===== src/rtl/reg_bank_onehot_pkg.sv =====
// rtl/reg_bank_onehot_pkg.sv - shared types and one-hot helpers for reg_bank_onehot
package reg_bank_onehot_pkg;

  typedef enum logic {
    ST_EMPTY = 1'b0,
    ST_PEND  = 1'b1
  } state_e;

  // Helpers take a 32-bit vector; callers zero-extend narrower selects.
  localparam int SEL_MAX = 32;

  function automatic logic is_onehot(input logic [SEL_MAX-1:0] s);
    return (s != '0) && ((s & (s - 32'd1)) == '0);
  endfunction

  function automatic logic [4:0] onehot_to_idx(input logic [SEL_MAX-1:0] s);
    logic [4:0] idx;
    idx = '0;
    for (int i = 0; i < SEL_MAX; i++) begin
      if (s[i]) idx = idx | 5'(i);
    end
    return idx;
  endfunction

endpackage


===== src/rtl/reg_bank_onehot_onehot_check.sv =====
// rtl/reg_bank_onehot_onehot_check.sv - classifies a select/strobe pair as legal or illegal write
module onehot_check
  import reg_bank_onehot_pkg::*;
#(
  parameter int NREG = 4,
  parameter int IW   = 2
) (
  input  logic [NREG-1:0] sel,
  input  logic            din_valid,
  output logic            legal,
  output logic            illegal,
  output logic [IW-1:0]   idx
);

  logic oh;

  assign oh      = is_onehot(32'(sel));
  assign legal   = din_valid & oh;
  assign illegal = din_valid & ~oh;
  assign idx     = IW'(onehot_to_idx(32'(sel)));

endmodule


===== src/rtl/reg_bank_onehot.sv =====
// rtl/reg_bank_onehot.sv - one-hot loaded register bank publishing packed frames via valid/ack
module reg_bank_onehot
  import reg_bank_onehot_pkg::*;
#(
  parameter int WIDTH = 8,
  parameter int NREG  = 4,
  parameter int AW    = 2
) (
  input  logic                  clk,
  input  logic                  rst_n,
  input  logic [NREG-1:0]       sel,
  input  logic [WIDTH-1:0]      din,
  input  logic                  din_valid,
  input  logic [AW-1:0]         rd_addr,
  output logic [WIDTH-1:0]      rd_data,
  output logic [NREG*WIDTH-1:0] frame,
  output logic                  frame_valid,
  input  logic                  frame_ack,
  output logic [NREG-1:0]       loaded,
  output logic                  sel_err,
  output logic                  overrun,
  input  logic                  clr_err
);

  localparam int IW = (NREG > 1) ? $clog2(NREG) : 1;
  localparam logic [AW:0] NREG_A = (AW + 1)'(NREG);

  logic [WIDTH-1:0]      regs_q [NREG];
  logic [NREG-1:0]       loaded_q, loaded_d;
  logic [NREG*WIDTH-1:0] frame_q, snap;
  logic                  sel_err_q, overrun_q;
  state_e                state_q;

  logic                  wr_legal, wr_illegal, complete;
  logic [IW-1:0]         wr_idx;

  onehot_check #(.NREG(NREG), .IW(IW)) u_check (
    .sel       (sel),
    .din_valid (din_valid),
    .legal     (wr_legal),
    .illegal   (wr_illegal),
    .idx       (wr_idx)
  );

  // Completion is judged on the mask including the write happening this cycle.
  always_comb begin
    complete = wr_legal && ((loaded_q | sel) == {NREG{1'b1}});
    loaded_d = loaded_q;
    if (complete)      loaded_d = '0;
    else if (wr_legal) loaded_d = loaded_q | sel;
  end

  always_comb begin
    snap = '0;
    for (int i = 0; i < NREG; i++) begin
      snap[i*WIDTH +: WIDTH] = (wr_legal && sel[i]) ? din : regs_q[i];
    end
  end

  always_comb begin
    rd_data = '0;
    if ({1'b0, rd_addr} < NREG_A) rd_data = regs_q[rd_addr];
  end

  always_ff @(posedge clk or negedge rst_n) begin
    if (!rst_n) begin
      for (int i = 0; i < NREG; i++) regs_q[i] <= '0;
      loaded_q  <= '0;
      sel_err_q <= 1'b0;
    end else begin
      if (wr_legal) regs_q[wr_idx] <= din;
      loaded_q  <= loaded_d;
      sel_err_q <= wr_illegal;
    end
  end

  // Handshake FSM; a completion while PEND without ack drops the snapshot and flags overrun.
  always_ff @(posedge clk or negedge rst_n) begin
    if (!rst_n) begin
      state_q   <= ST_EMPTY;
      frame_q   <= '0;
      overrun_q <= 1'b0;
    end else begin
      if (clr_err) overrun_q <= 1'b0;
      case (state_q)
        ST_EMPTY: begin
          if (complete) begin
            frame_q <= snap;
            state_q <= ST_PEND;
          end
        end
        ST_PEND: begin
          if (complete && frame_ack) begin
            frame_q <= snap;
          end else if (complete) begin
            overrun_q <= 1'b1;
          end else if (frame_ack) begin
            state_q <= ST_EMPTY;
          end
        end
        default: state_q <= ST_EMPTY;
      endcase
    end
  end

  assign frame       = frame_q;
  assign frame_valid = (state_q == ST_PEND);
  assign loaded      = loaded_q;
  assign sel_err     = sel_err_q;
  assign overrun     = overrun_q;

endmodule


===== config.mk =====
export PLATFORM = sky130hd
export DESIGN_NAME = reg_bank_onehot
export DESIGN_NICKNAME = d
export VERILOG_FILES = /design/src/rtl/reg_bank_onehot_pkg.sv /design/src/rtl/reg_bank_onehot_onehot_check.sv /design/src/rtl/reg_bank_onehot.sv
export SDC_FILE = /design/constraint.sdc
export NUM_CORES = 1
export LEC_CHECK = 0
export ABC_AREA = 0
export CORE_UTILIZATION = 40
export DETAILED_ROUTE_END_ITERATION = 12
export PLACE_DENSITY = 0.69
export SETUP_SLACK_MARGIN = 0.4
export SYNTH_ARGS = -nofsm -noshare
export SYNTH_HDL_FRONTEND = slang
export SYNTH_SLANG_ARGS = --single-unit

===== constraint.sdc =====
create_clock -name clk -period 1.95 [get_ports clk]
set_input_delay 0.2925 -clock clk [delete_from_list [all_inputs] [get_ports clk]]
set_output_delay 0.2925 -clock clk [all_outputs]
set_load 0.03 [all_outputs]

==> impl_metrics.csv, run 1 <==
group,metric,value,unit
worst_setup_path,r2r_start,"loaded[0]$_DFFE_PN0P_",
timing,rsz0062_at_grt,"true",
synth,yosys.area.top_type_share,60.3,%
power,power,5.75,mW
die,initial_core_util,42.5,%
global_route,grt_max_degree,72,
global_route,antenna_found_initial,0,
synth,yosys-top-cells-area,"dfrtp_1 (60%), mux2_2 (23%), mux4_2 (6.1%), nor4b_4 (1.6%), buf_6 (1.1%)",
clocking,root_buffer,"clkbuf_8",
worst_hold_path,min_from,"din_valid",
placed_design,dpl.hpwl,3980,µm
finish,fillCellCount,556,
timing,setup_viol,0,
finish,fin_util,61.5,%
timing,max_freq,0.599,GHz
finish,instances_no_fill,374,
route,drc,0,
global_route,grt_usage,17.2,%
placed_design,place_inst,352,
clocking,insertion_delay,0.34,ns
clocking,clock_path_buffers,2,
route,ant_nets,0,
clocking,h-tree-depth,3,
route,firstDrtPassIters,4,
die,rows,30,
timing,period_needed,1.67,ns
clocking,clk_pin_slew_worst_paths,0.07,ns
synth,synth_area_leader_cell,"dfrtp_1",
route,num_vias,1855,
route,route.met3.wl,411,µm
synth,ys_types,24,
clocking,cts_tree,"built",
synth,ys_warn_count,0,
finish,area_delta_synth_final,44.9,%
power,peakVddDrop,737,µV
power,p_per_area,1350,mW/mm²
route,drtIter0Drc,98,
synth,syn-mean-instance-area,16.6,µm²
worst_setup_path,worstPathRequired,1.66,ns
global_route,grt-ovfl-total,0,
timing,slew_headroom,74.2,%
timing,finalCritPeriodShare,85.6,%
die,io_pins,66,
worst_hold_path,hp-class,"in -> reg",
worst_setup_path,crit_arrival,1.38,ns
synth,ys_seq_elements,71,
global_route,grt_pass1_wl,9540,µm
worst_setup_path,start_kind,"register",
finish,final_nets,292,
placed_design,port-buffer-count,65,
die,coreArea,0.00694,mm²
status,status,"finished, final reports clean",
clocking,clock_sinks,71,
worst_hold_path,worstHoldEndpoint,"sel_err$_DFF_PN0_",
timing,hold_viol_final,0,
worst_setup_path,path_class,"reg -> out",
synth,synthCells,178,
timing,finClkSkew,0.00531,ns
placed_design,gp_congestion,0.699,
timing,drv_slew,0,
worst_setup_path,worstReg2RegEnd,"frame[24]$_DFFE_PN0P_",
route,top_layer_used,"met4",
route,wl,6360,µm
finish,drive_above_1_share,49.3,%
die,die_w,87.8,µm
route,routedWlPerCell,17.0,µm
route,viasPerCell,4.96,
die,die_h,87.8,µm
synth,netlist_area,0.00295,mm²
route,dr_wl_met2,2890,µm
global_route,grt_pass1_vias,1858,
route,drt-met1-wl,3000,µm
timing,tightest_slew,0.388,ns
worst_setup_path,rr_worst_depth,5,
clocking,numCtsBuffers,9,
die,fp.dieArea,0.00772,mm²
flow_run,max_cap_viol_count,0,
synth,syn_nets,197,
synth,ys_seq_area_share,60.3,%
finish,n_antenna_cell,0,
timing,tns,0,ns
worst_setup_path,cp-end-kind,"output port",
worst_setup_path,cp_max_fo,2,
worst_hold_path,worstHoldPathCells,2,
worst_setup_path,r2r_setup_slack,0.37,ns
power,power_leakage,2.04,nW
cell type report:
cell class | instances | area [µm²] | area share, %
Timing Repair Buffer | 91 | 880 | 20.6
Multi-Input combinational cell | 95 | 1270 | 29.8
Inverter | 5 | 18.8 | 0.439
Tap cell | 96 | 120 | 2.81
Clock buffer | 10 | 138 | 3.22
Clock inverter | 6 | 60.1 | 1.41
Sequential cell | 71 | 1780 | 41.7
stage by stage:
step / hold WS [ns] / area [µm²] / worst slack (ns)
floorplan: -0.00309 / 2990 / 0.173
finish: 0.451 / 4270 / 0.281
detailed placement: 0.356 / 3870 / -0.476
global placement: 0.349 / 3870 / -0.467
CTS: 0.411 / 4090 / 0.266
global route: 0.455 / 4270 / 0.240
timing repair:
item,CTS,global route
setup endpoints to repair,117,40
pin swaps,4,3
buffers inserted,1,2
endpoints found under the hold margin,71,0
gates resized for setup,124,34
hold buffers,1,0
cloned,1,1
Yosys cell counts (all sizes together):
master,count
dfrtp,71
mux2,64
mux4,8
buf,6
inv,5
a21boi,4
nor4b,4
nand2,3
nand3b,2
o22ai,2
a211oi,1
and2,1
clkbuf,1
nand2b,1
nor2,1
nor3b,1
o221ai,1
or3,1
xor2,1
critical path, stage by stage, from the launching register on:
cell and delay, ns:
dfrtp_1 0.40, mux4_2 0.48, buf_6 0.15
layout by cell type (no fill, tap or decap), drive strengths merged:
master and instances:
dfrtp 71, mux2 64, dlygate4sd2 41, buf 37
clkbuf 11, clkdlybuf4s50 10, mux4 8, inv 5
nor4b 4, a21boi 4, nand2 3, clkinv 3
nand3b 2, clkinvlp 2, o22ai 2, xor2 1
nor2 1, a211oi 1, and2 1, o221ai 1
or3 1, nand2b 1, nor3b 1, bufinv 1
dlygate4sd3 1, clkdlybuf4s15 1
registers in the layout, summed over array words and instances, names as in the netlist:
| name | flops |
|---|---|
| regs_q | 32 |
| frame | 32 |
| overrun | 1 |
| sel_err | 1 |
| frame_valid | 1 |
| loaded | 4 |
kinds of logic (layout without fill, tap and decap cells):
family                 Yosys count  after routing  share of synthesized area (%)
XOR/XNOR                         1              1                          0.297
buffers and inverters           12            112                           2.38
multiplexers                    72             72                           30.6
flip-flops                      71             71                           60.3
AO/OA/AOI/OAI                    8              8                           2.16
AND/OR/NAND/NOR                 14             14                           4.33
layer usage:
metal	track usage, %	up-vias
met5	0	-
met4	4.92	0
met3	6.50	5
met2	26.3	56
met1	23.0	951
li1	-	843
worst max-delay path by stage:
stage / startpoint / to / slack [ns] / cells after the start
2_1_floorplan: sel[1] / frame[19]$_DFFE_PN0P_ / 0.17 / 6
3_3_place_gp: sel[1] / frame[19]$_DFFE_PN0P_ / -0.47 / 6
3_5_place_dp: sel[1] / frame[23]$_DFFE_PN0P_ / -0.48 / 7
4_1_cts: regs_q[9]$_DFFE_PN0P_ / rd_data[1] / 0.27 / 2
5_1_grt: regs_q[2]$_DFFE_PN0P_ / rd_data[2] / 0.24 / 2
6_report: regs_q[2]$_DFFE_PN0P_ / rd_data[2] / 0.28 / 2
report_power, final:
| part | leakage, nW | switching, mW | total (mW) | internal [mW] |
|---|---|---|---|---|
| Clock | 0.0981 | 0.547 | 1.17 | 0.618 |
| Combinational | 1.05 | 1.25 | 2.35 | 1.10 |
| Sequential | 0.888 | 0.268 | 2.23 | 1.96 |
| Total | 2.04 | 2.07 | 5.75 | 3.68 |
Power figures use the tool's default switching activity.
==> run 2: changes to the inputs <==
GPL_ROUTABILITY_DRIVEN = 0   (was default)
==> results of run 2 <==
No change in the layout: final DEF, timing and power equal those of run 1.
